==> src/rtl/reorder_buffer_pkg.sv <==
`default_nettype none
// ============================================================================
// Module      : reorder_buffer_pkg
// Description : Shared types and constants for the reorder buffer slice.
//               cdb_t is the result-broadcast / operand-lookup record, and
//               rob_entry_t is the per-entry state, exposed for trace reuse.
// Revision    : 1.0 - initial release
// ============================================================================
package reorder_buffer_pkg;

  localparam int ROB_WIDTH  = 3;
  localparam int REG_WIDTH  = 5;
  localparam int DATA_WIDTH = 32;
  localparam int DEPTH      = 1 << ROB_WIDTH;
  localparam int READ_PORTS = 2;

  typedef logic [ROB_WIDTH-1:0] rob_tag_t;

  typedef struct packed {
    logic                  valid;
    rob_tag_t              tag;
    logic [DATA_WIDTH-1:0] data;
  } cdb_t;

  typedef struct packed {
    logic                  busy;
    logic                  done;
    logic [REG_WIDTH-1:0]  dest;
    logic [DATA_WIDTH-1:0] data;
  } rob_entry_t;

  // Tag increment; wraps DEPTH-1 -> 0 through the natural tag width.
  function automatic rob_tag_t tag_inc(rob_tag_t t);
    return t + rob_tag_t'(1);
  endfunction

endpackage
`default_nettype wire

==> src/rtl/reorder_buffer_if.sv <==
`default_nettype none
// ============================================================================
// Module      : reorder_buffer_if
// Description : Dispatch / CDB / commit bundle of the reorder buffer.
//               slave  : reorder buffer side
//               master : dispatch / CDB / register-file side
//   flush, issue, issue_dest, cdb_valid/tag/data, read_tag  -> ROB
//   issue_ready, issue_tag, read, commit/_tag/_data/_reg    <- ROB
// Revision    : 1.0 - initial release
// ============================================================================
interface reorder_buffer_if
  import reorder_buffer_pkg::*;
();

  logic                             flush;
  logic                             issue;
  logic [REG_WIDTH-1:0]             issue_dest;
  logic                             issue_ready;
  rob_tag_t                         issue_tag;
  logic                             cdb_valid;
  rob_tag_t                         cdb_tag;
  logic [DATA_WIDTH-1:0]            cdb_data;
  rob_tag_t [READ_PORTS-1:0]        read_tag;
  cdb_t     [READ_PORTS-1:0]        read;
  logic                             commit;
  rob_tag_t                         commit_tag;
  logic [DATA_WIDTH-1:0]            commit_data;
  logic [REG_WIDTH-1:0]             commit_reg;

  modport master (
    output flush, issue, issue_dest, cdb_valid, cdb_tag, cdb_data, read_tag,
    input  issue_ready, issue_tag, read, commit, commit_tag, commit_data, commit_reg
  );

  modport slave (
    input  flush, issue, issue_dest, cdb_valid, cdb_tag, cdb_data, read_tag,
    output issue_ready, issue_tag, read, commit, commit_tag, commit_data, commit_reg
  );

endinterface
`default_nettype wire

==> src/rtl/reorder_buffer_rob_ptr.sv <==
`default_nettype none
// ============================================================================
// Module      : rob_ptr
// Description : Head/tail/occupancy bookkeeping for the reorder buffer.
//   clk, reset      : clock, synchronous active-high reset
//   flush_i         : return to the empty state next cycle
//   issue_i         : issue request (accepted here when not full)
//   commit_i        : head entry retires this cycle
//   head_o, tail_o  : oldest entry / next entry to allocate
//   full_o, empty_o : derived from registered occupancy only
//   issue_accept_o  : issue request is taken this cycle
// Revision    : 1.0 - initial release
// ============================================================================
module rob_ptr
  import reorder_buffer_pkg::*;
(
  input  logic     clk,
  input  logic     reset,
  input  logic     flush_i,
  input  logic     issue_i,
  input  logic     commit_i,
  output rob_tag_t head_o,
  output rob_tag_t tail_o,
  output logic     full_o,
  output logic     empty_o,
  output logic     issue_accept_o
);

  localparam logic [ROB_WIDTH:0] c_full_count = (ROB_WIDTH+1)'(DEPTH);
  localparam logic [ROB_WIDTH:0] c_one        = (ROB_WIDTH+1)'(1);

  rob_tag_t           head_q, head_d;
  rob_tag_t           tail_q, tail_d;
  logic [ROB_WIDTH:0] count_q, count_d;
  logic               w_accept;

  assign full_o         = (count_q == c_full_count);
  assign empty_o        = (count_q == '0);
  // Refusal depends only on registered occupancy, never on a same-cycle commit.
  assign w_accept       = issue_i && !full_o && !flush_i;
  assign issue_accept_o = w_accept;
  assign head_o         = head_q;
  assign tail_o         = tail_q;

  always_comb begin
    head_d  = head_q;
    tail_d  = tail_q;
    count_d = count_q;
    if (flush_i) begin
      head_d  = '0;
      tail_d  = '0;
      count_d = '0;
    end else begin
      if (commit_i) head_d = tag_inc(head_q);
      if (w_accept) tail_d = tag_inc(tail_q);
      case ({w_accept, commit_i})
        2'b10:   count_d = count_q + c_one;
        2'b01:   count_d = count_q - c_one;
        default: count_d = count_q;
      endcase
    end
  end

  always_ff @(posedge clk) begin
    if (reset) begin
      head_q  <= '0;
      tail_q  <= '0;
      count_q <= '0;
    end else begin
      head_q  <= head_d;
      tail_q  <= tail_d;
      count_q <= count_d;
    end
  end

endmodule
`default_nettype wire

==> src/rtl/reorder_buffer.sv <==
`default_nettype none
// ============================================================================
// Module      : reorder_buffer
// Description : In-order retirement queue. Allocates rename tags on issue,
//               captures CDB results, commits in program order and forwards
//               completed-but-uncommitted results to dispatch.
//   clk, reset : clock, synchronous active-high reset
//   bus        : reorder_buffer_if.slave (issue, CDB, read ports, commit)
// Revision    : 1.0 - initial release
// ============================================================================
module reorder_buffer
  import reorder_buffer_pkg::*;
(
  input  logic             clk,
  input  logic             reset,
  reorder_buffer_if.slave  bus
);

  rob_entry_t entries_q [DEPTH];

  rob_tag_t w_head;
  rob_tag_t w_tail;
  logic     w_full;
  logic     w_empty;
  logic     w_issue_accept;
  logic     w_commit;

  // Reset behaves like a flush, so it also suppresses retirement.
  assign w_commit = !w_empty && entries_q[w_head].busy && entries_q[w_head].done &&
                    !bus.flush && !reset;

  rob_ptr u_ptr (
    .clk            (clk),
    .reset          (reset),
    .flush_i        (bus.flush),
    .issue_i        (bus.issue),
    .commit_i       (w_commit),
    .head_o         (w_head),
    .tail_o         (w_tail),
    .full_o         (w_full),
    .empty_o        (w_empty),
    .issue_accept_o (w_issue_accept)
  );

  // Order matters: the commit clear must win over a late CDB on the head,
  // and a fresh allocation must win over anything else on the tail entry.
  always_ff @(posedge clk) begin
    if (reset || bus.flush) begin
      for (int i = 0; i < DEPTH; i++) begin
        entries_q[i].busy <= 1'b0;
        entries_q[i].done <= 1'b0;
      end
    end else begin
      if (bus.cdb_valid && entries_q[bus.cdb_tag].busy) begin
        entries_q[bus.cdb_tag].done <= 1'b1;
        entries_q[bus.cdb_tag].data <= bus.cdb_data;
      end
      if (w_commit) begin
        entries_q[w_head].busy <= 1'b0;
        entries_q[w_head].done <= 1'b0;
      end
      if (w_issue_accept) begin
        entries_q[w_tail].busy <= 1'b1;
        entries_q[w_tail].done <= 1'b0;
        entries_q[w_tail].dest <= bus.issue_dest;
      end
    end
  end

  // Operand lookup: a same-cycle CDB broadcast bypasses the entry array.
  always_comb begin
    for (int p = 0; p < READ_PORTS; p++) begin
      bus.read[p].tag = bus.read_tag[p];
      if (bus.cdb_valid && (bus.cdb_tag == bus.read_tag[p])) begin
        bus.read[p].valid = 1'b1;
        bus.read[p].data  = bus.cdb_data;
      end else begin
        bus.read[p].valid = entries_q[bus.read_tag[p]].busy && entries_q[bus.read_tag[p]].done;
        bus.read[p].data  = entries_q[bus.read_tag[p]].data;
      end
    end
  end

  assign bus.issue_ready = !w_full;
  assign bus.issue_tag   = w_tail;
  assign bus.commit      = w_commit;
  assign bus.commit_tag  = w_head;
  assign bus.commit_data = entries_q[w_head].data;
  assign bus.commit_reg  = entries_q[w_head].dest;

endmodule
`default_nettype wire

==> src/flat_wrapper.sv <==
// flat-port wrapper written by rule: the top's interface ports become plain ports
module reorder_buffer_flat import reorder_buffer_pkg::*;
  (clk, reset, bus_flush, bus_issue, bus_issue_dest, bus_cdb_valid, bus_cdb_tag, bus_cdb_data, bus_read_tag, bus_issue_ready, bus_issue_tag, bus_read, bus_commit, bus_commit_tag, bus_commit_data, bus_commit_reg);
  reorder_buffer_if bus_i ();
  input  logic clk;
  input  logic reset;
  input wire logic [$bits(bus_i.flush)-1:0] bus_flush;
  input wire logic [$bits(bus_i.issue)-1:0] bus_issue;
  input wire logic [$bits(bus_i.issue_dest)-1:0] bus_issue_dest;
  input wire logic [$bits(bus_i.cdb_valid)-1:0] bus_cdb_valid;
  input wire logic [$bits(bus_i.cdb_tag)-1:0] bus_cdb_tag;
  input wire logic [$bits(bus_i.cdb_data)-1:0] bus_cdb_data;
  input wire logic [$bits(bus_i.read_tag)-1:0] bus_read_tag;
  output wire logic [$bits(bus_i.issue_ready)-1:0] bus_issue_ready;
  output wire logic [$bits(bus_i.issue_tag)-1:0] bus_issue_tag;
  output wire logic [$bits(bus_i.read)-1:0] bus_read;
  output wire logic [$bits(bus_i.commit)-1:0] bus_commit;
  output wire logic [$bits(bus_i.commit_tag)-1:0] bus_commit_tag;
  output wire logic [$bits(bus_i.commit_data)-1:0] bus_commit_data;
  output wire logic [$bits(bus_i.commit_reg)-1:0] bus_commit_reg;
  assign bus_i.flush = bus_flush;
  assign bus_i.issue = bus_issue;
  assign bus_i.issue_dest = bus_issue_dest;
  assign bus_i.cdb_valid = bus_cdb_valid;
  assign bus_i.cdb_tag = bus_cdb_tag;
  assign bus_i.cdb_data = bus_cdb_data;
  assign bus_i.read_tag = bus_read_tag;
  assign bus_issue_ready = bus_i.issue_ready;
  assign bus_issue_tag = bus_i.issue_tag;
  assign bus_read = bus_i.read;
  assign bus_commit = bus_i.commit;
  assign bus_commit_tag = bus_i.commit_tag;
  assign bus_commit_data = bus_i.commit_data;
  assign bus_commit_reg = bus_i.commit_reg;
  reorder_buffer u_core (.clk(clk), .reset(reset), .bus(bus_i));
endmodule
==> config.mk <==
export PLATFORM = sky130hd
export DESIGN_NAME = reorder_buffer_flat
export DESIGN_NICKNAME = d
export VERILOG_FILES = /design/src/rtl/reorder_buffer_pkg.sv /design/src/rtl/reorder_buffer_if.sv /design/src/rtl/reorder_buffer_rob_ptr.sv /design/src/rtl/reorder_buffer.sv /design/src/flat_wrapper.sv
export SDC_FILE = /design/constraint.sdc
export NUM_CORES = 1
export LEC_CHECK = 0
export ABC_CLOCK_PERIOD_IN_PS = 9200
export CAP_MARGIN = 20
export CORE_UTILIZATION = 30
export CTS_CLUSTER_DIAMETER = 200
export CTS_CLUSTER_SIZE = 24
export DETAILED_ROUTE_END_ITERATION = 8
export PLACE_DENSITY = 0.5
export SLEW_MARGIN = 25
export SYNTH_ARGS = -nofsm -noshare
export SYNTH_HDL_FRONTEND = slang
export SYNTH_SLANG_ARGS = --single-unit
==> constraint.sdc <==
create_clock -name clk -period 9.2 [get_ports clk]
set_input_delay 2.3 -clock clk [delete_from_list [all_inputs] [get_ports clk]]
set_output_delay 2.3 -clock clk [all_outputs]
set_load 0.005 [all_outputs]
; ---- After elaboration in Yosys (flattened, before gate mapping)
; Memory sizes are Yosys's and may differ from the RTL's. A register that Yosys moved wholly into a read port is not among the register bits.
; Cells that the tools add are included.
[word_totals]
reg_bits = 10
ramBits = 312
input_bits = 51
output_inout_bits = 117
word_cells = 62
memories = 1
[classes]
n_addsub = 4
eq_ne = 5
muxes = 27
reduce_logical = 22
[mem_list]
columns = memory, words, word_bits, rd, rd_clocked_by_memory_dff, write_ports, line_no
row1 = u_core.entries_q, 8, 39, 4, 1, 8, reorder_buffer.sv:19  ; rob_entry_t entries_q [DEPTH];
[op_table]
columns = cell, n
row1 = two-way mux 39 bit, 3
row2 = OR reduction 39 bit, 3
row3 = two-way mux 32 bit, 2
row4 = two-way mux 3 bit, 6
row5 = two-way mux 1 bit, 13
row6 = logical AND 1 bit, 11
row7 = one-hot mux 4 bit (2 select lines), 1
row8 = "adder 3 x 1 -> 3 bit, second input constant", 2
row9 = == test 3 bit, 2
row10 = "adder 4 x 1 -> 4 bit, second input constant", 1
row11 = "== test 4 bit, second input constant", 1
row12 = logical NOT 1 bit, 4
row13 = logical NOT 4 bit, 1
row14 = two-way mux 4 bit, 1
row15 = "subtractor 4 x 1 -> 4 bit, second input constant", 1
row16 = "== test 2 x 1 -> 1 bit, second input constant", 1
row17 = "== test 2 bit, second input constant", 1
row18 = two-way mux 2 bit, 1
row19 = nonzero test 2 bit, 1
row20 = OR reduction 2 bit, 1
row21 = logical OR 1 bit, 1

; ---- Logic depth before layout (Yosys ltp)
; Gate-level depths: netlist of the first run.
[depth]
ltp_word = 11
depth_mapped = 13
ltp_nobuf = 10

; ---- Hierarchy
; From an unflattened synthesis of the first run, not the netlist that was laid out.
[hier_totals]
hier_cells = 1196
hier_area_um2 = 17190.2
[modules_own_cells]
columns = mod, instances, cells_per_inst, area_each_um2, seq_area_each_um2
row1 = reorder_buffer, 1, 1138, 16624.7, 9208.8
row2 = rob_ptr, 1, 58, 565.5, 200.2

; ---- Worst setup path before layout of the first run
; Ideal clock, no wire load.
[synth_timing]
kind = input-to-output
startpoint = input bus_read_tag[3]
endpoint = output bus_read[50]
t_arrival_ns = 3.547
t_required_ns = 6.900
path_slack_ns = 3.353
stages = 6
path_buffers = 3
cell_sequence = buf_2 -> buf_4 -> buf_4 -> mux4_2 -> mux2i_1 -> a21oi_1
[synth_between]
elab_chain_cells = 3
elab_cells_between_ends = 4
cone_classes = eq/ne (1) / mux (1) / reduce/logical (1) / memory (1)
[synth_lines]
columns = item, line_no
row1 = start: declaration, flat_wrapper.sv:13  ; input wire logic [$bits(bus_i.read_tag)-1:0] bus_read_tag;
row2 = branches (longest 2 deep; another with memory (8 x 39 bit)), --
row3 = two-way mux 32 bit (*), reorder_buffer.sv:74  ; if (bus.cdb_valid && (bus.cdb_tag == bus.read_tag[p])) begin
row4 = end: declaration, flat_wrapper.sv:16  ; output wire logic [$bits(bus_i.read)-1:0] bus_read;
; Every way passes the cells marked *.

; ---- Worst setup path after layout of the first run
[layout_timing]
startpoint = input bus_flush
endpoint = output bus_commit
[layout_between]
elab_chain_cells = 3
[layout_lines]
columns = item, line_no
row1 = start: declaration, flat_wrapper.sv:7  ; input wire logic [$bits(bus_i.flush)-1:0] bus_flush;
row2 = logical NOT 1 bit, reorder_buffer.sv:30  ; !bus.flush && !reset;
row3 = logical AND 1 bit, reorder_buffer.sv:29  ; assign w_commit = !w_empty && entries_q[w_head].busy && entries_q[w_head].done &&
row4 = logical AND 1 bit, reorder_buffer.sv:30
row5 = end: declaration, flat_wrapper.sv:17  ; output wire logic [$bits(bus_i.commit)-1:0] bus_commit;
; No other way between the ends.

==> metrics.log, run 1 <==
INFO  metric run_status = complete, no violations
INFO  metric maximum_cell_stage_delay_along_the_critical_path = 0.75 ns
INFO  metric synth_fp_nets = 1,155
INFO  metric synth-async-reset-ratio = 0%
INFO  metric clock_latency_of_the_later_clocked_register_in_the_worst_skew_pair = 0.52 ns
INFO  metric synthDominantCellAreaShare = 51.37%
INFO  metric timing.final.hold_violations = 0
INFO  metric ys_seq_elements = 325
INFO  metric drtIter0Drc = 750
INFO  metric port_buffers = 167
INFO  metric finalMaxSlewViolations = 0
INFO  metric skew = 0.01566 ns
INFO  metric drt-pass1-iter-count = 4
INFO  metric area_growth = 16.34%
INFO  metric tritoncts_clock_tree = built
INFO  metric commonest_cells_after_routing_fill_and_taps_aside = sky130_fd_sc_hd__edfxtp_1, sky130_fd_sc_hd__mux4_2, sky130_fd_sc_hd__clkdlybuf4s50_1, sky130_fd_sc_hd__nand2_1, sky130_fd_sc_hd__nor2_1
INFO  metric path_buf_inv = 2
INFO  metric detail_route_antenna_nets = 0
INFO  metric crit_fanout = 20
INFO  metric worstMarginPinSlew = 0.9823 ns
INFO  metric via_count = 10,350
INFO  metric synthCells = 1,099
INFO  metric final_design_area_no_fill = 20,130 um2
INFO  metric setup_total_negative_slack = 0 ns
INFO  metric clock_sinks = 325
INFO  metric critPathArrivalTime = 4.96 ns
INFO  metric place.detailed.hpwl = 29.87 mm
INFO  metric unrepaired_setup_endpoints_after_global_routing = false
INFO  metric synthDominantAreaCellType = sky130_fd_sc_hd__edfxtp_1
INFO  metric critical-path-top-cell-by-count = sky130_fd_sc_hd__clkdlybuf4s50_1
INFO  metric total_power = 2.715 mW
INFO  metric cts_hold_repair.buffers = 0
INFO  metric max_clock_freq = 0.1376 GHz
INFO  metric cpLargestDelayFamily = simple AND/OR/NAND/NOR gates
INFO  metric syn_area = 17,300 um2
INFO  metric clock_tree.htree_level_count = 1
INFO  metric final_net_count = 1,269
INFO  metric finalCriticalPeriod = 7.265 ns
INFO  metric seq_area_frac_synth = 54.72%
INFO  metric max-clock-path-buffers = 3
INFO  metric number_of_global_route_vias_before_repair = 10,880
INFO  metric setup.worst_path.class = in2out
INFO  metric number_of_cts_inserted_buffers = 17
INFO  metric fp.dieW = 242.2 um
INFO  metric dpl_cell_area = 19,670 um2
INFO  metric synth_ff_type = sky130_fd_sc_hd__edfxtp_1
INFO  metric avgViaCountPerCell = 5.245
INFO  metric grt_usage = 16.83%
INFO  metric synth.yosys.warnings = 0
INFO  metric setup.worst_path.start_class = input pin
INFO  metric drive_gt1_share = 23.17%
INFO  metric gr-total-overflow = 0
INFO  metric rows = 87
INFO  metric die_height = 242.2 um
INFO  metric yosys.cell_types.count = 58
INFO  metric worst_slew_margin_rel = 34.52%
INFO  metric drc = 0
INFO  metric critPathLaunch = bus_flush
INFO  metric setup_repair_bufs_after_cts = 0
INFO  metric holdWs = 0.4851 ns
INFO  metric antennaDiodeCount = 0
INFO  metric grt_first_pass_wirelength = 73.04 mm
INFO  metric synth-edff-count = 296
INFO  metric die_area = 58,640 um2
INFO  metric hold_path_class = reg2reg
INFO  metric route.detailed.wl_per_inst = 25.08 um
INFO  metric cts_root_buffer = sky130_fd_sc_hd__clkbuf_16
INFO  metric wirelength = 49.49 mm
INFO  metric setup-violations-final = 0
INFO  metric ys_top_cells_by_area = sky130_fd_sc_hd__edfxtp_1, sky130_fd_sc_hd__mux4_2, sky130_fd_sc_hd__mux2i_1
INFO  metric worst_ep_required_time = 6.90 ns
INFO  metric crit_chain = clkdlybuf4s50_1 -> or2_1 -> a311oi_1 -> and4_1 -> clkdlybuf4s50_1
INFO  metric floorplan.io_pins = 168
INFO  metric timing.hold.worst.start = u_core.entries_q[4][37]
INFO  metric number_of_antenna_violations_at_the_first_check_in_global_routing = 2
INFO  metric power_per_cell_area = 134.9 nW/um2
INFO  metric largest_net_degree_at_the_start_of_global_routing = 68
INFO  metric place_inst = 1,950
INFO  metric final_cycle_share = 78.97%
INFO  metric gp_congestion = 0.7351
INFO  metric cpMaxStageDelayCell = sky130_fd_sc_hd__and4_1
INFO  metric maximum_resistive_drop_on_vdd = 0.1111 mV
INFO  metric core = 56,710 um2
INFO  metric timing.critical_path.to_type = output port
INFO  metric worst_setup_hold_path_clk_slew = 0.09 ns
INFO  metric finalNonFillerCells = 1,973
INFO  metric synthesis.area_per_instance = 15.75 um2
INFO  metric post_cts_resized = 0
INFO  metric cap_viol_max_count = 0
INFO  metric floorplan.initialDensity = 30.51%
INFO  metric final_common_cell = sky130_fd_sc_hd__edfxtp_1
INFO  metric power.static_leakage = 6.385 nW
[flip-flops by register name, indices dropped and copies added (netlist names), named ones only]
register and cells:
u_core.entries_q 312, u_core.u_ptr.count_q 4, u_core.u_ptr.head_o 3, u_core.u_ptr.tail_o 3
[synthesized netlist by cell type, types with 3 or more instances]
library cell	count
sky130_fd_sc_hd__clkbuf_1	28
sky130_fd_sc_hd__o21ai_0	6
sky130_fd_sc_hd__nand2_1	136
sky130_fd_sc_hd__buf_2	36
sky130_fd_sc_hd__a31o_1	4
sky130_fd_sc_hd__ha_1	5
sky130_fd_sc_hd__nor2b_1	5
sky130_fd_sc_hd__o2111ai_1	3
sky130_fd_sc_hd__o211ai_1	6
sky130_fd_sc_hd__xor2_1	5
sky130_fd_sc_hd__dfxtp_1	29
sky130_fd_sc_hd__nand3b_1	4
sky130_fd_sc_hd__edfxtp_1	296
sky130_fd_sc_hd__a221oi_2	3
sky130_fd_sc_hd__nor2_1	78
sky130_fd_sc_hd__nand2b_1	3
sky130_fd_sc_hd__nand3_1	12
sky130_fd_sc_hd__xnor2_1	6
sky130_fd_sc_hd__buf_4	13
sky130_fd_sc_hd__or3_1	3
sky130_fd_sc_hd__mux2i_1	68
sky130_fd_sc_hd__a21oi_1	72
sky130_fd_sc_hd__inv_1	6
sky130_fd_sc_hd__buf_1	17
sky130_fd_sc_hd__and2_1	3
sky130_fd_sc_hd__mux4_2	204
[cells by family (layout without fill, tap and decap cells)]
logic type,count (synthesis),in the layout,share of synthesized area (%)
AOI/OAI and AO/OA,110,110,3.861
xor gates and xnor gates,11,11,0.5567
adders and majority gates,5,5,0.3615
buffers and inverters,103,221,2.957
DFF,325,325,54.72
muxes,274,274,30.61
and+or+nand+nor,271,271,6.927
[routing by layer]
layer	vias up	routed length [um]	track usage [%]
met5	-	13	0
met2	202	24490	29.00
met3	48	1771	2.271
met4	2	906	3.872
met1	5463	22300	22.46
li1	4633	-	-
[layout make-up]
| class | instances | area, um2 |
|---|---|---|
| sequential | 325 | 9478 |
| multi-input combinational | 671 | 7351 |
| clock inverter | 1 | 16.27 |
| inverter | 6 | 22.52 |
| tap | 756 | 945.9 |
| clock buffer | 22 | 444.2 |
| timing repair buffer | 192 | 1874 |
| fill | 5310 | 36580 |
[worst min-delay path: cells and delay by family (launching register included)]
kind,cells,cell delay (ns)
AOI/OAI and AO/OA,1,0.05
DFF,1,0.32
and+or+nand+nor,1,0.07
[stage by stage]
| stage | utilization [%] | setup WS [ns] |
|---|---|---|
| 3_3_place_gp | 34.69 | 1.936 |
| 5_1_grt | 35.50 | 1.727 |
| 6_report | 35.50 | 1.935 |
| 3_5_place_dp | 34.69 | 1.936 |
| 4_1_cts | 35.50 | 1.919 |
| 2_1_floorplan | - | 3.353 |
[where the power goes]
part           switching (mW)  leakage (nW)  internal [mW]
Sequential            0.00168          2.90           1.61
Combinational           0.146          3.27          0.153
Clock                   0.461         0.222          0.345
[path summary, 6_finish.rpt]
kind         depth (start not counted)                       to  slack (ns)
min reg2reg                          2  u_core.entries_q[4][37]        0.49
max reg2reg                         11  u_core.u_ptr.count_q[3]        4.39
max                                  5               bus_commit        1.94
min                                  2  u_core.entries_q[4][37]        0.49
No activity file was read; power rests on OpenSTA's default activity.
==> run 2: changes to the inputs <==
--- a/config.mk
+++ b/config.mk
@@ -5,13 +5,13 @@
 export SDC_FILE = /design/constraint.sdc
 export NUM_CORES = 1
 export LEC_CHECK = 0
-export ABC_CLOCK_PERIOD_IN_PS = 9200
+export ABC_CLOCK_PERIOD_IN_PS = 5940
 export CAP_MARGIN = 20
 export CORE_UTILIZATION = 30
 export CTS_CLUSTER_DIAMETER = 200
 export CTS_CLUSTER_SIZE = 24
 export DETAILED_ROUTE_END_ITERATION = 8
-export PLACE_DENSITY = 0.5
+export PLACE_DENSITY = 0.52
 export SLEW_MARGIN = 25
 export SYNTH_ARGS = -nofsm -noshare
 export SYNTH_HDL_FRONTEND = slang
==> constraint.sdc (replaced) <==
create_clock -name clk -period 5.94 [get_ports clk]
set_input_delay 1.485 -clock clk [delete_from_list [all_inputs] [get_ports clk]]
set_output_delay 1.485 -clock clk [all_outputs]
set_load 0.005 [all_outputs]
==> run 2 against run 1 <==
  * Die area unchanged
  * Core utilization up 0.39 points
  * Global-route usage shrank 0.095 points
  * Sequential share of layout area down 0.52 points
  * Critical path type unchanged
  * Via count is 1.4% higher
  * Non-clock buffer count increased by 13
  * Clock power is 57% higher
  * Sequential cell count stayed put
  * Clock-buffer cell count stayed put
  * Highest routed layer is now met4
  * Register-to-register slack worse by 2.0 ns
  * Worst hold slack better by 0.0024 ns
==> metrics.log, run 2 (same netlist as run 1, synthesis figures left out) <==
INFO  metric reg2reg_depth = 11
INFO  metric die_area = 58,640 um2
INFO  metric post_cts_resized = 0
INFO  metric drc = 0
INFO  metric cts_hold_repair.buffers = 0
INFO  metric final.fill_count = 5,336
INFO  metric worst_slew_margin_rel = 31.78%
INFO  metric holdWs = 0.4875 ns
INFO  metric fp.dieW = 242.2 um
INFO  metric wirelength = 49.35 mm
INFO  metric largestRegisters = u_core.entries_q (312), u_core.u_ptr.count_q (4)
INFO  metric setup_total_negative_slack = 0 ns
INFO  metric max_clock_freq = 0.1879 GHz
INFO  metric timing.final.hold_violations = 0
INFO  metric floorplan.initialDensity = 30.51%
INFO  metric via_count = 10,490
INFO  metric grt_usage = 16.73%
INFO  metric rows = 87
INFO  metric largest_register_ff_count = 312
INFO  metric total_power = 4.238 mW
INFO  metric max_flop_register = u_core.entries_q
INFO  metric worst_ep_required_time = 4.45 ns
INFO  metric cpMaxStageDelayCell = sky130_fd_sc_hd__clkdlybuf4s50_1
INFO  metric final_common_cell = sky130_fd_sc_hd__edfxtp_1
INFO  metric crit_chain = clkdlybuf4s50_1 -> xnor2_1 -> nand4_1 -> buf_12 -> nor2_1 -> a21oi_1 -> clkdlybuf4s50_1
INFO  metric path_buf_inv = 3
INFO  metric power_per_cell_area = 208.2 nW/um2
INFO  metric worst_setup_hold_path_clk_slew = 0.09 ns
INFO  metric maximum_cell_stage_delay_along_the_critical_path = 0.60 ns
INFO  metric dpl_cell_area = 19,890 um2
INFO  metric drive_gt1_share = 24.07%
INFO  metric postLayoutCoreUtil = 35.89%
INFO  metric port_buffers = 167
INFO  metric critical-path-top-cell-by-count = sky130_fd_sc_hd__clkdlybuf4s50_1
INFO  metric timing.critical_path.to_type = output port
INFO  metric setup_repair_bufs_after_cts = 0
INFO  metric area_growth = 17.63%
INFO  metric final_design_area_no_fill = 20,350 um2
INFO  metric maximum_resistive_drop_on_vdd = 0.1314 mV
INFO  metric gr-total-overflow = 0
INFO  metric clock_tree.htree_level_count = 1
INFO  metric number_of_antenna_violations_at_the_first_check_in_global_routing = 1
INFO  metric largest_net_degree_at_the_start_of_global_routing = 53
INFO  metric detail_route_antenna_nets = 0
INFO  metric setup.reg_to_reg.worst_slack = 2.36 ns
INFO  metric final_cycle_share = 89.60%
INFO  metric multiInputGateArea = 7351 um2
INFO  metric cts_root_buffer = sky130_fd_sc_hd__clkbuf_16
INFO  metric avgViaCountPerCell = 5.278
INFO  metric die_height = 242.2 um
INFO  metric drtIter0Drc = 791
INFO  metric drt-pass1-iter-count = 5
INFO  metric commonest_cells_after_routing_fill_and_taps_aside = sky130_fd_sc_hd__edfxtp_1, sky130_fd_sc_hd__mux4_2, sky130_fd_sc_hd__clkdlybuf4s50_1, sky130_fd_sc_hd__nand2_1, sky130_fd_sc_hd__nor2_1
INFO  metric worstMarginPinSlew = 1.016 ns
INFO  metric crit_fanout = 52
INFO  metric setup-violations-final = 0
INFO  metric grt_first_pass_wirelength = 72.48 mm
INFO  metric timing.hold.worst.start = u_core.entries_q[4][37]
INFO  metric hold_path_depth = 2
INFO  metric gp_congestion = 0.7823
INFO  metric number_of_cts_inserted_buffers = 17
INFO  metric finalCriticalPeriod = 5.322 ns
INFO  metric cpLargestDelayFamily = buffers and inverters
INFO  metric tritoncts_clock_tree = built
INFO  metric power.static_leakage = 6.489 nW
INFO  metric hold_path_class = reg2reg
INFO  metric hold_path_end = u_core.entries_q[4][37]
INFO  metric setup.worst_path.start_class = input pin
INFO  metric layout.area.seq = 9478 um2
INFO  metric cap_viol_max_count = 0
INFO  metric run_status = complete, no violations
INFO  metric final_net_count = 1,282
INFO  metric critPathArrivalTime = 3.84 ns
INFO  metric max-clock-path-buffers = 3
INFO  metric place.detailed.hpwl = 31.06 mm
INFO  metric clock_latency_of_the_later_clocked_register_in_the_worst_skew_pair = 0.54 ns
INFO  metric reg2reg_to = u_core.u_ptr.count_q[2]
INFO  metric floorplan.io_pins = 168
INFO  metric number_of_global_route_vias_before_repair = 10,800
INFO  metric setup.worst_path.class = in2out
INFO  metric finalMaxSlewViolations = 0
INFO  metric unrepaired_setup_endpoints_after_global_routing = false
INFO  metric skew = 0.02329 ns
INFO  metric core = 56,710 um2
INFO  metric clock_sinks = 325
INFO  metric route.detailed.wl_per_inst = 24.84 um
-- run 2: changes by cell type in the layout (fill, tap and decap cells not counted) --
cell / change
sky130_fd_sc_hd__diode_2: +1
sky130_fd_sc_hd__buf_12: +10
sky130_fd_sc_hd__buf_4: +2
sky130_fd_sc_hd__clkinv_1: -1
sky130_fd_sc_hd__inv_2: +1
sky130_fd_sc_hd__buf_2: +1
-- run 2: layout make-up --
cell class	count	share of cell area (%)
tap	756	4.647
inverter	6	0.1106
sequential	325	46.56
multi-input combinational	671	36.11
clock inverter	1	0.07991
clock buffer	22	2.182
antenna	1	0.01229
timing repair buffer	205	10.29
-- run 2: how the worst max path moves through the flow --
stage / start / to / slack (ns) / depth (start not counted)
after floorplan: bus_cdb_tag[2] / u_core.entries_q[1][0] / 1.06 / 4
after global placement: bus_cdb_tag[1] / bus_read[65] / 0.63 / 6
after detailed placement: bus_cdb_tag[1] / bus_read[65] / 0.65 / 6
after CTS: bus_cdb_tag[1] / bus_read[65] / 0.64 / 6
after global routing: bus_cdb_tag[1] / bus_read[65] / 0.51 / 6
final: bus_cdb_tag[1] / bus_read[29] / 0.62 / 7
-- run 2: power by group --
part / total [mW] / switching (mW) / internal (mW)
Combinational: 0.473 / 0.228 / 0.245
Clock: 1.27 / 0.737 / 0.535
Sequential: 2.49 / 0.00277 / 2.49
Total: 4.24 / 0.967 / 3.27
-- run 2: routing by layer --
metal | track usage [%] | vias up | wire (um)
li1 | - | 4670 | -
met1 | 23.63 | 5458 | 22360
met2 | 27.29 | 310 | 23520
met3 | 2.415 | 50 | 2583
met4 | 3.723 | 0 | 889
met5 | 0 | - | 0
-- run 2: worst reg2reg max path, delay by kind of cell, from the launching register on --
kind | cells | cell delay, ns
and+or+nand+nor | 2 | 0.65
DFF | 1 | 0.88
buffers and inverters | 2 | 0.69
xor gates and xnor gates | 2 | 0.26
adders and majority gates | 2 | 0.45
AOI/OAI and AO/OA | 3 | 0.58
-- run 2: per-stage QoR --
stage                     std cells  worst slack (ns)
after floorplan                1099             1.056
after global placement         1963            0.6252
after detailed placement       1963            0.6531
after CTS                      1986            0.6370
after global routing           1987            0.5141
final                          1987            0.6179
==> run 3: changes to the inputs <==
--- a/config.mk
+++ b/config.mk
@@ -5,13 +5,14 @@
 export SDC_FILE = /design/constraint.sdc
 export NUM_CORES = 1
 export LEC_CHECK = 0
-export ABC_CLOCK_PERIOD_IN_PS = 5940
+export ABC_AREA = 1
+export ABC_CLOCK_PERIOD_IN_PS = 6800
 export CAP_MARGIN = 20
 export CORE_UTILIZATION = 30
 export CTS_CLUSTER_DIAMETER = 200
 export CTS_CLUSTER_SIZE = 24
 export DETAILED_ROUTE_END_ITERATION = 8
-export PLACE_DENSITY = 0.52
+export PLACE_DENSITY = 0.5
 export SLEW_MARGIN = 25
 export SYNTH_ARGS = -nofsm -noshare
 export SYNTH_HDL_FRONTEND = slang
==> constraint.sdc (replaced) <==
create_clock -name clk -period 6.8 [get_ports clk]
set_input_delay 1.7 -clock clk [delete_from_list [all_inputs] [get_ports clk]]
set_output_delay 1.7 -clock clk [all_outputs]
set_load 0.005 [all_outputs]
==> run 3 against run 2 <==
  * Core utilization shrank 1.3 points
  * Worst setup slack lost 0.19 ns
  * Die area grew 6.2%
  * Total power shrank 11%
  * Critical path depth grew 2
  * Critical endpoint is now bus_read[27]
  * Clock power shrank 11%
  * Sequential share of layout area shrank 1.2 points
  * Clock-buffer cell count shrank 1
  * Cell area grew 2.7%
  * Register-to-register slack gained 0.50 ns
  * Sequential cell count is the same
==> metrics.log, run 3 <==
INFO  metric maximum_cell_stage_delay_along_the_critical_path = 0.71 ns
INFO  metric port_buffers = 167
INFO  metric floorplan.initialDensity = 30.40%
INFO  metric drtIter0Drc = 1,583
INFO  metric detail_route_antenna_nets = 0
INFO  metric post_cts_resized = 0
INFO  metric drc = 0
INFO  metric reg2reg_depth = 15
INFO  metric comb_power_share = 12.4%
INFO  metric synth_fp_nets = 2,190
INFO  metric gp_congestion = 0.8407
INFO  metric preCtsSetupSlack = 0.4837 ns
INFO  metric setup.reg_to_reg.worst_slack = 2.86 ns
INFO  metric hold_path_class = reg2reg
INFO  metric total_power = 3.780 mW
INFO  metric skew = 0.02857 ns
INFO  metric final_common_cell = sky130_fd_sc_hd__o21ai_0
INFO  metric max_flop_register = u_core.entries_q
INFO  metric largestRegisters = u_core.entries_q (312), u_core.u_ptr.count_q (4)
INFO  metric syn_area = 18,380 um2
INFO  metric die_height = 249.5 um
INFO  metric timing.critical_path.to_type = output port
INFO  metric worst_setup_hold_path_clk_slew = 0.08 ns
INFO  metric wirelength = 62.85 mm
INFO  metric place.detailed.hpwl = 37.55 mm
INFO  metric power.static_leakage = 7.485 nW
INFO  metric cpLargestDelayFamily = buffers and inverters
INFO  metric cap_viol_max_count = 0
INFO  metric max-clock-path-buffers = 3
INFO  metric reg2reg_to = u_core.u_ptr.count_q[2]
INFO  metric power_per_cell_area = 180.9 nW/um2
INFO  metric synthCells = 2,134
INFO  metric yosys.cell_count.top_type = sky130_fd_sc_hd__o21ai_0
INFO  metric unrepaired_setup_endpoints_after_global_routing = false
INFO  metric ys_top_cells_by_count = sky130_fd_sc_hd__o21ai_0, sky130_fd_sc_hd__edfxtp_1, sky130_fd_sc_hd__nand2_1, sky130_fd_sc_hd__nand3_1, sky130_fd_sc_hd__inv_1
INFO  metric critPathLaunch = bus_cdb_tag[0]
INFO  metric clock_sinks = 325
INFO  metric gr-total-overflow = 0
INFO  metric fin_ws = 0.4247 ns
INFO  metric final_cycle_share = 93.75%
INFO  metric seq_area_frac_synth = 51.51%
INFO  metric setup-violations-final = 0
INFO  metric largest_register_ff_count = 312
INFO  metric clock_latency_of_the_later_clocked_register_in_the_worst_skew_pair = 0.55 ns
INFO  metric fp.dieW = 249.5 um
INFO  metric synth-async-reset-ratio = 0%
INFO  metric setup.worst_path.class = in2out
INFO  metric finalMaxSlewViolations = 0
INFO  metric worst_ep_required_time = 5.10 ns
INFO  metric worst_slew_margin_rel = 19.05%
INFO  metric drt-pass1-iter-count = 6
INFO  metric grt_first_pass_wirelength = 94.60 mm
INFO  metric internal-power = 2.832 mW
INFO  metric core = 60,470 um2
INFO  metric finalCriticalPeriod = 6.375 ns
INFO  metric clock_tree.htree_level_count = 1
INFO  metric ys_seq_elements = 325
INFO  metric grt_usage = 19.64%
INFO  metric yosys.area_share.xor_xnor = 0.2382%
INFO  metric avgViaCountPerCell = 5.530
INFO  metric route.detailed.wl_per_inst = 21.28 um
INFO  metric crit_fanout = 38
INFO  metric setup.worst_path.start_class = input pin
INFO  metric final_net_count = 2,221
INFO  metric cpMaxStageDelayCell = sky130_fd_sc_hd__clkdlybuf4s50_1
INFO  metric synth_top_family_by_area = compound AO/OA/AOI/OAI gates
INFO  metric critPathArrivalTime = 4.68 ns
INFO  metric timing.critical_path.to = bus_read[27]
INFO  metric floorplan.io_pins = 168
INFO  metric sequentialPowerShare = 57.6%
INFO  metric power_share_of_the_clock_group = 30.0%
INFO  metric rows = 90
INFO  metric timing.final.hold_violations = 0
INFO  metric switching_power = 0.9484 mW
INFO  metric commonest_cells_after_routing_fill_and_taps_aside = sky130_fd_sc_hd__o21ai_0, sky130_fd_sc_hd__edfxtp_1, sky130_fd_sc_hd__nand2_1, sky130_fd_sc_hd__nand3_1, sky130_fd_sc_hd__inv_1
INFO  metric run_status = complete, no violations
INFO  metric yosys.cell_types.count = 36
INFO  metric final.fill_count = 6,066
INFO  metric via_count = 16,330
INFO  metric number_of_cts_inserted_buffers = 17
INFO  metric synth-adder-area-share = 0.3403%
INFO  metric synth-edff-count = 296
INFO  metric synth_mux_area_share = 0%
INFO  metric path_buf_inv = 4
INFO  metric maximum_resistive_drop_on_vdd = 0.1402 mV
INFO  metric count_of_cell_instances_traversed_by_the_critical_path = 9
INFO  metric holdWs = 0.5153 ns
INFO  metric die_area = 62,270 um2
INFO  metric critical-path-top-cell-by-count = sky130_fd_sc_hd__clkdlybuf4s50_1
INFO  metric number_of_antenna_violations_at_the_first_check_in_global_routing = 3
INFO  metric number_of_global_route_vias_before_repair = 15,520
INFO  metric synthDominantAreaCellType = sky130_fd_sc_hd__edfxtp_1
INFO  metric area_growth = 13.70%
INFO  metric crit_chain = clkdlybuf4s50_1 -> clkinv_1 -> o22ai_1 -> a21oi_1 -> nand2_2 -> buf_12 -> nand3_1 -> o21ai_0 -> clkdlybuf4s50_1
INFO  metric setup_repair_bufs_after_cts = 0
INFO  metric cts_hold_repair.buffers = 0
INFO  metric synth_ff_type = sky130_fd_sc_hd__edfxtp_1
INFO  metric setup_total_negative_slack = 0 ns
INFO  metric max_clock_freq = 0.1569 GHz
INFO  metric synthDominantCellAreaShare = 48.35%
INFO  metric synth.yosys.warnings = 0
INFO  metric synth-simple-area-share = 15.24%
INFO  metric synth_compound_area_share = 23.43%
INFO  metric ys_top_cells_by_area = sky130_fd_sc_hd__edfxtp_1, sky130_fd_sc_hd__o21ai_0, sky130_fd_sc_hd__o211ai_1
INFO  metric synthesis.area_per_instance = 8.614 um2
INFO  metric largest_net_degree_at_the_start_of_global_routing = 225
INFO  metric drive_gt1_share = 3.642%
INFO  metric worstMarginPinSlew = 1.214 ns
INFO  metric cts_root_buffer = sky130_fd_sc_hd__clkbuf_16
INFO  metric tritoncts_clock_tree = built
INFO  metric p_sw_share = 25.09%
run 3: cell count changes after synthesis, sizes merged, moves of 6 or more:
cell    delta
nand4     +11
a31o       -6
nand2    +144
o21ai    +341
buf       +37
a31oi     +33
nand3    +235
mux2i     -68
mux4     -204
clkbuf    +51
o211ai   +160
inv      +208
o22ai     +10
a21oi    +129
run 3: worst min path at each step:
stage | start | slack, ns | end | cells after the start
3_3_place_gp | u_core.entries_q[2][38] | 0.51 | u_core.entries_q[2][38] | 2
5_1_grt | u_core.entries_q[2][38] | 0.54 | u_core.entries_q[2][38] | 2
4_1_cts | u_core.entries_q[2][38] | 0.52 | u_core.entries_q[2][38] | 2
2_1_floorplan | u_core.entries_q[2][38] | 0.47 | u_core.entries_q[2][38] | 2
6_report | u_core.entries_q[2][38] | 0.52 | u_core.entries_q[2][38] | 2
3_5_place_dp | u_core.entries_q[2][38] | 0.51 | u_core.entries_q[2][38] | 2
run 3: layer usage:
layer  share of wire (%)  vias up  GRT usage, %
li1                    -     7684             -
met1                  44     7887         27.09
met2                  46      693         32.24
met3                 7.8       64         2.920
met4                 1.6        2         4.727
met5               0.021        -             0
run 3: cells by family after synthesis:
family / count (synthesis)
AOI/OAI and AO/OA: 761
xor gates and xnor gates: 5
adders and majority gates: 5
buffers and inverters: 400
DFF: 325
and+or+nand+nor: 638
run 3: worst min-delay path: stages (launching register included):
cell	delay, ns
sky130_fd_sc_hd__dfxtp_1	0.35
sky130_fd_sc_hd__nand3_1	0.09
sky130_fd_sc_hd__nand2_1	0.04
run 3: power groups by stage:
stage,Clock (mW),Combinational (mW),Sequential [mW]
after detailed placement,0,0.467,2.22
after CTS,1.17,0.468,2.18
final,1.13,0.469,2.18
after global placement,0,0.462,2.22
after floorplan,0,0.239,2.22
after global routing,1.23,0.512,2.18
run 3: per-stage QoR:
step | area, um2 | util [%] | cells
finish | 20900 | 34.56 | 2953
global placement | 20430 | 33.79 | 2928
floorplan | 18380 | - | 2134
detailed placement | 20430 | 33.79 | 2928
global route | 20900 | 34.56 | 2952
CTS | 20900 | 34.56 | 2951
run 3: area by class of cell:
| type | instances | area [um2] | area share, % |
|---|---|---|---|
| Multi-Input combinational cell | 1409 | 7219 | 34.54 |
| Clock inverter | 2 | 25.02 | 0.1197 |
| Clock buffer | 21 | 440.4 | 2.107 |
| Antenna cell | 2 | 5.005 | 0.02394 |
| Tap cell | 782 | 978.4 | 4.681 |
| Sequential cell | 325 | 9478 | 45.35 |
| Timing Repair Buffer | 197 | 1947 | 9.315 |
| Inverter | 215 | 808.3 | 3.867 |
